**src/rtl/ov7670_capture.sv**
```systemverilog
// OV7670 RGB444 capture: turns camera byte pairs into 12-bit pixels and
// writes them linearly into a frame buffer, flagging malformed lines and overruns.
module ov7670_capture #(
    parameter int RESOLUTION_WIDTH  = 640,
    parameter int RESOLUTION_HEIGHT = 480,
    localparam int AW = $clog2(RESOLUTION_WIDTH * RESOLUTION_HEIGHT) + 1
) (
    input  logic          pclk,
    input  logic          rst,
    input  logic          cam_vsync,
    input  logic          cam_href,
    input  logic [7:0]    cam_data,
    output logic [11:0]   w_data,
    output logic [AW-1:0] w_addr,
    output logic          w_en,
    output logic          frame_done,
    output logic          line_err,
    output logic          overflow
);
    localparam int PIXELS     = RESOLUTION_WIDTH * RESOLUTION_HEIGHT;
    localparam int LINE_BYTES = 2 * RESOLUTION_WIDTH;
    localparam int CW         = $clog2(LINE_BYTES + 1) + 1;

    localparam logic [AW-1:0] ADDR_MAX     = AW'(PIXELS);
    localparam logic [CW-1:0] CNT_MAX      = '1;
    localparam logic [CW-1:0] LINE_BYTES_C = CW'(LINE_BYTES);

    typedef enum logic [1:0] {ALIGN, WAIT_START, ACTIVE} state_t;

    state_t        state_q, state_d;
    logic          vsync_q, vsync_prev_q, href_q, href_prev_q;
    logic [7:0]    data_q;
    logic          phase_q, phase_d;
    logic [3:0]    red_q, red_d;
    logic [CW-1:0] cnt_q, cnt_d;
    logic [11:0]   w_data_q, w_data_d;
    logic [AW-1:0] w_addr_q, w_addr_d;
    logic          w_en_q, w_en_d;
    logic          frame_done_q, frame_done_d;
    logic          line_err_q, line_err_d;
    logic          overflow_q, overflow_d;

    logic vsync_rise, vsync_fall, href_fall, line_bad;

    assign vsync_rise = vsync_q & ~vsync_prev_q;
    assign vsync_fall = ~vsync_q & vsync_prev_q;
    assign href_fall  = ~href_q & href_prev_q;
    assign line_bad   = cnt_q[0] || (cnt_q != LINE_BYTES_C);

    always_ff @(posedge pclk) begin
        if (rst) begin
            state_q      <= ALIGN;
            vsync_q      <= 1'b0;
            vsync_prev_q <= 1'b0;
            href_q       <= 1'b0;
            href_prev_q  <= 1'b0;
            data_q       <= '0;
            phase_q      <= 1'b0;
            red_q        <= '0;
            cnt_q        <= '0;
            w_data_q     <= '0;
            w_addr_q     <= '0;
            w_en_q       <= 1'b0;
            frame_done_q <= 1'b0;
            line_err_q   <= 1'b0;
            overflow_q   <= 1'b0;
        end else begin
            state_q      <= state_d;
            vsync_q      <= cam_vsync;
            vsync_prev_q <= vsync_q;
            href_q       <= cam_href;
            href_prev_q  <= href_q;
            data_q       <= cam_data;
            phase_q      <= phase_d;
            red_q        <= red_d;
            cnt_q        <= cnt_d;
            w_data_q     <= w_data_d;
            w_addr_q     <= w_addr_d;
            w_en_q       <= w_en_d;
            frame_done_q <= frame_done_d;
            line_err_q   <= line_err_d;
            overflow_q   <= overflow_d;
        end
    end

    always_comb begin
        state_d = state_q;
        case (state_q)
            ALIGN:      if (vsync_q)    state_d = WAIT_START;
            WAIT_START: if (vsync_fall) state_d = ACTIVE;
            ACTIVE:     if (vsync_rise) state_d = WAIT_START;
            default:                    state_d = ALIGN;
        endcase
    end

    always_comb begin
        phase_d      = phase_q;
        red_d        = red_q;
        cnt_d        = cnt_q;
        w_data_d     = w_data_q;
        w_addr_d     = w_addr_q;
        w_en_d       = 1'b0;
        frame_done_d = 1'b0;
        line_err_d   = line_err_q;
        overflow_d   = overflow_q;

        if (w_en_q && (w_addr_q != ADDR_MAX)) w_addr_d = w_addr_q + AW'(1);

        case (state_q)
            WAIT_START: begin
                if (vsync_fall) begin
                    w_addr_d = '0;
                    phase_d  = 1'b0;
                    cnt_d    = '0;
                end
            end
            ACTIVE: begin
                if (vsync_rise) begin
                    // A line still open when the frame ends is truncated; its bytes are dropped.
                    frame_done_d = 1'b1;
                    phase_d      = 1'b0;
                    cnt_d        = '0;
                    if (href_q || (href_fall && (cnt_q != '0) && line_bad)) line_err_d = 1'b1;
                end else if (href_q) begin
                    phase_d = ~phase_q;
                    cnt_d   = (cnt_q == CNT_MAX) ? cnt_q : cnt_q + CW'(1);
                    if (!phase_q) begin
                        red_d = data_q[3:0];
                    end else if (w_addr_q >= ADDR_MAX) begin
                        overflow_d = 1'b1;
                    end else begin
                        w_en_d   = 1'b1;
                        w_data_d = {red_q, data_q};
                    end
                end else if (href_fall) begin
                    // A fall with nothing counted belongs to a line seen before the frame began.
                    if ((cnt_q != '0) && line_bad) line_err_d = 1'b1;
                    phase_d = 1'b0;
                    cnt_d   = '0;
                end
            end
            default: ;
        endcase
    end

    assign w_data     = w_data_q;
    assign w_addr     = w_addr_q;
    assign w_en       = w_en_q;
    assign frame_done = frame_done_q;
    assign line_err   = line_err_q;
    assign overflow   = overflow_q;
endmodule

```
**config.mk**
```make
export PLATFORM = sky130hd
export DESIGN_NAME = ov7670_capture
export DESIGN_NICKNAME = d
export VERILOG_FILES = /design/src/rtl/ov7670_capture.sv
export SDC_FILE = /design/constraint.sdc
export NUM_CORES = 1
export LEC_CHECK = 0
export BUFFER_PORTS_ARGS = -buffer_cell sky130_fd_sc_hd__buf_2
export CAP_MARGIN = 10
export CORE_ASPECT_RATIO = 1.5
export CORE_MARGIN = 4
export CORE_UTILIZATION = 42
export DETAILED_ROUTE_END_ITERATION = 10
export GPL_TIMING_DRIVEN = 0
export SLEW_MARGIN = 10
export SYNTH_ARGS = -nofsm -noshare
export SYNTH_HDL_FRONTEND = slang
export SYNTH_SLANG_ARGS = --single-unit
```
**constraint.sdc**
```tcl
create_clock -name pclk -period 1.7 [get_ports pclk]
set_input_delay 0.17 -clock pclk [delete_from_list [all_inputs] [get_ports pclk]]
set_output_delay 0.17 -clock pclk [all_outputs]
set_load 0.05 [all_outputs]
```
==> results_dict.tcl <==
set metrics [dict create \
    routed_wl_mm 7.12 \
    ys_types 47 \
    clkTransAtPathRegs_ps 80 \
    synth-warning-count 0 \
    syn-num-nets 350 \
    fin_cells 484 \
    crit_family "compound AO/OA/AOI/OAI gates" \
    fmax_ghz 0.565 \
    area_delta_synth_final_pct 27.8 \
    max_stage_delay_ps 390 \
    vias 2543 \
    p_leak_nw 1.53 \
    synth_commonest_cells "67 x dfxtp_1, 45 x nor2_1, 21 x nand2_1" \
    grtUsageTotal_pct 17.3 \
    worst_slew_pin_slew_ps 566 \
    syn_inst 330 \
    crit_fanout 6 \
    grt_setup_unrepaired "true" \
    viasPerCell 5.25 \
    hp-class "input pin to flop" \
    final_nets 421 \
    die_width_um 77.0 \
    worstPathCellList "buf_6 > ha_4 > a221oi_4 > a21oi_4 > buf_6 > or4_1 > o21ai_1" \
    period_needed_ps 1770 \
    r2r_slack_ps -70 \
    fillers 623 \
    synth_top_area_share_pct 44.8 \
    cp-start-kind "flop" \
    die-area_mm2 0.00858 \
    io_buffers 47 \
    crit_path_end_kind "flop" \
    synth_edf_count 0 \
    dr.pass1.iters 5 \
    clock_latency_ps 340 \
    dominantRegCellSynth "dfxtp_1" \
    ys_ff_latch 67 \
    final_antenna_net_count 0 \
    syn-mean-instance-area_um2 9.08 \
    setup_viol 5 \
    arrival_ps 2030 \
    synthArstFlopShare_pct 0 \
    drive_gt1_share_pct 34.2 \
    drtIter0Drc 120 \
    total_power_mw 3.33 \
    status "complete, but fails checks" \
    drv_cap 0 \
    power.density_mw_per_mm2 871 \
    antenna_found_initial 0 \
    fp.dieH_um 111 \
    clockRootBuffer "clkbuf_8" \
    core.rowCount 37 \
    wire_per_inst_um 14.7 \
    post-route-period-util_pct 104 \
    diodes 0 \
    dp_hpwl_mm 4.97 \
    dp_cells 455 \
    worst_slack_ps -68.7 \
    critPathSlowestCell "or4_1" \
    grt-ovfl-total 0 \
    maxSlewHeadroom_pct 62.3 \
    core-area_mm2 0.00690 \
    synth_most_common_cell "dfxtp_1" \
    grt_max_degree 14 \
    place_ws_ps -284 \
    slew_violations 0 \
    synth-seq-area-share_pct 44.8 \
    synth_top_area_cell "dfxtp_1" \
    synth_area_mm2 0.00300 \
    htreeDepth 3 \
    clock_skew_ps 11.2 \
    peakVddDrop_mv 0.781 \
    place_congestion 0.770 \
    clockBufferDepth 2 \
    first_global_vias 2463 \
    crit_required_ps 1960 \
    initial_utilization_pct 43.4 \
    cpMostUsedCell "buf_6" \
    failed_checks "negative setup slack" \
    drc_errors 0 \
    clock-sinks 67 \
    numCtsBuffers 9 \
    ctsHoldBuffers 0 \
    placed_area_mm2 0.00337 \
    hold_viol 0 \
    worstSetupPathType "flop to flop" \
    final_design_area_no_fill_mm2 0.00383 \
    post_synth_main_area_contributors "dfxtp_1 45%, nor2_1 5.6%, mux2i_1 5.0%" \
    grt_pass1_wl_mm 11.9 \
    cts_tree "yes" \
    boundaryPins 48 \
    path_buf_inv 2 \
]
cell families after synthesis:
kind of cell | share of synthesized area, %
AO/OA/AOI/OAI | 12.1
AND/OR/NAND/NOR | 25.7
flip-flops | 44.8
buffers and inverters | 3.51
multiplexers | 5.01
XOR/XNOR | 5.56
adder cells (fa/ha/maj) | 3.34
metal layers:
metal	vias up	global-route usage, %	wire length (µm)
met2	50	30.7	3710
met4	0	7.38	108
met5	-	0	0
li1	1311	-	-
met1	1172	19.6	2980
met3	10	4.13	316
layout make-up:
cell class	instances	area [µm²]	share of cell area (%)
inverter	11	48.8	1.27
buffer	9	56.3	1.47
multi-input combinational	241	1690	44.2
clock inverter	7	76.3	1.99
timing repair buffer	62	359	9.38
sequential	67	1380	35.9
tap	78	97.6	2.55
clock buffer	9	124	3.24
placed cells by master, fill, tap and decap left out, drive strengths merged, types with 2 or more instances in the layout:
| cell type | n |
|---|---|
| a211oi | 5 |
| nand4 | 9 |
| clkinvlp | 2 |
| inv | 13 |
| o21ai | 14 |
| buf | 65 |
| mux2i | 15 |
| clkinv | 2 |
| dfxtp | 67 |
| ha | 8 |
| nor2b | 12 |
| and2 | 5 |
| o211ai | 3 |
| nor2 | 45 |
| nand2b | 3 |
| nand2 | 21 |
| xor2 | 11 |
| nor3 | 3 |
| nand3 | 12 |
| xnor2 | 8 |
| a21o | 3 |
| or3 | 5 |
| nor4 | 9 |
| clkbuf | 15 |
| and3 | 8 |
| a31oi | 5 |
| a21oi | 19 |
| and4 | 3 |
| or4 | 2 |
| nor4b | 3 |
stage by stage:
| stage | setup TNS [ps] | utilization [%] | hold slack [ps] |
|---|---|---|---|
| after global placement | -3790 | 48.8 | 376 |
| after CTS | -432 | 54.2 | 20.3 |
| after global routing | -1030 | 55.5 | 25.8 |
| after detailed placement | -4550 | 48.8 | 384 |
| final | -256 | 55.5 | 35.7 |
| after floorplan | -8.78 | - | 298 |
power by group:
group          switching (mW)  internal (mW)
clock network           0.641          0.687
logic                   0.197          0.181
registers              0.0288           1.60
total                   0.868           2.47
final timing paths:
kind	start	endpoint	cells past startpoint
worst max-delay path	state_q[1]	cnt_q[2]	7
worst min-delay path	cam_data[0]	data_q[0]	2
worst max register to register	state_q[1]	cnt_q[2]	7
worst min register to register	data_q[2]	red_q[2]	2
flip-flops by register name (all words and copies together) (netlist names):
signal and count:
cnt_q 12, data_q 8, frame_done 1, href_prev_q 1, href_q 1, line_err 1
overflow 1, phase_q 1, red_q 4, state_q 2, vsync_prev_q 1, vsync_q 1
w_addr 20, w_data 12, w_en 1
worst reg2reg max path: cells and delay by family, from the launching register on:
| kind | cells | cell delay, ps |
|---|---|---|
| compound gates | 3 | 520 |
| fa+ha+maj | 1 | 190 |
| buf+inv | 2 | 250 |
| flops | 1 | 340 |
| simple gates | 1 | 390 |
repair_timing:
action | in CTS | in global routing
pin swaps | 13 | 11
setup endpoints to repair | 27 | 32
gates resized for setup | 22 | 21
setup buffers | 10 | 3
gates cloned | 2 | 0
Note: power is estimated with default switching activity, not from simulation.
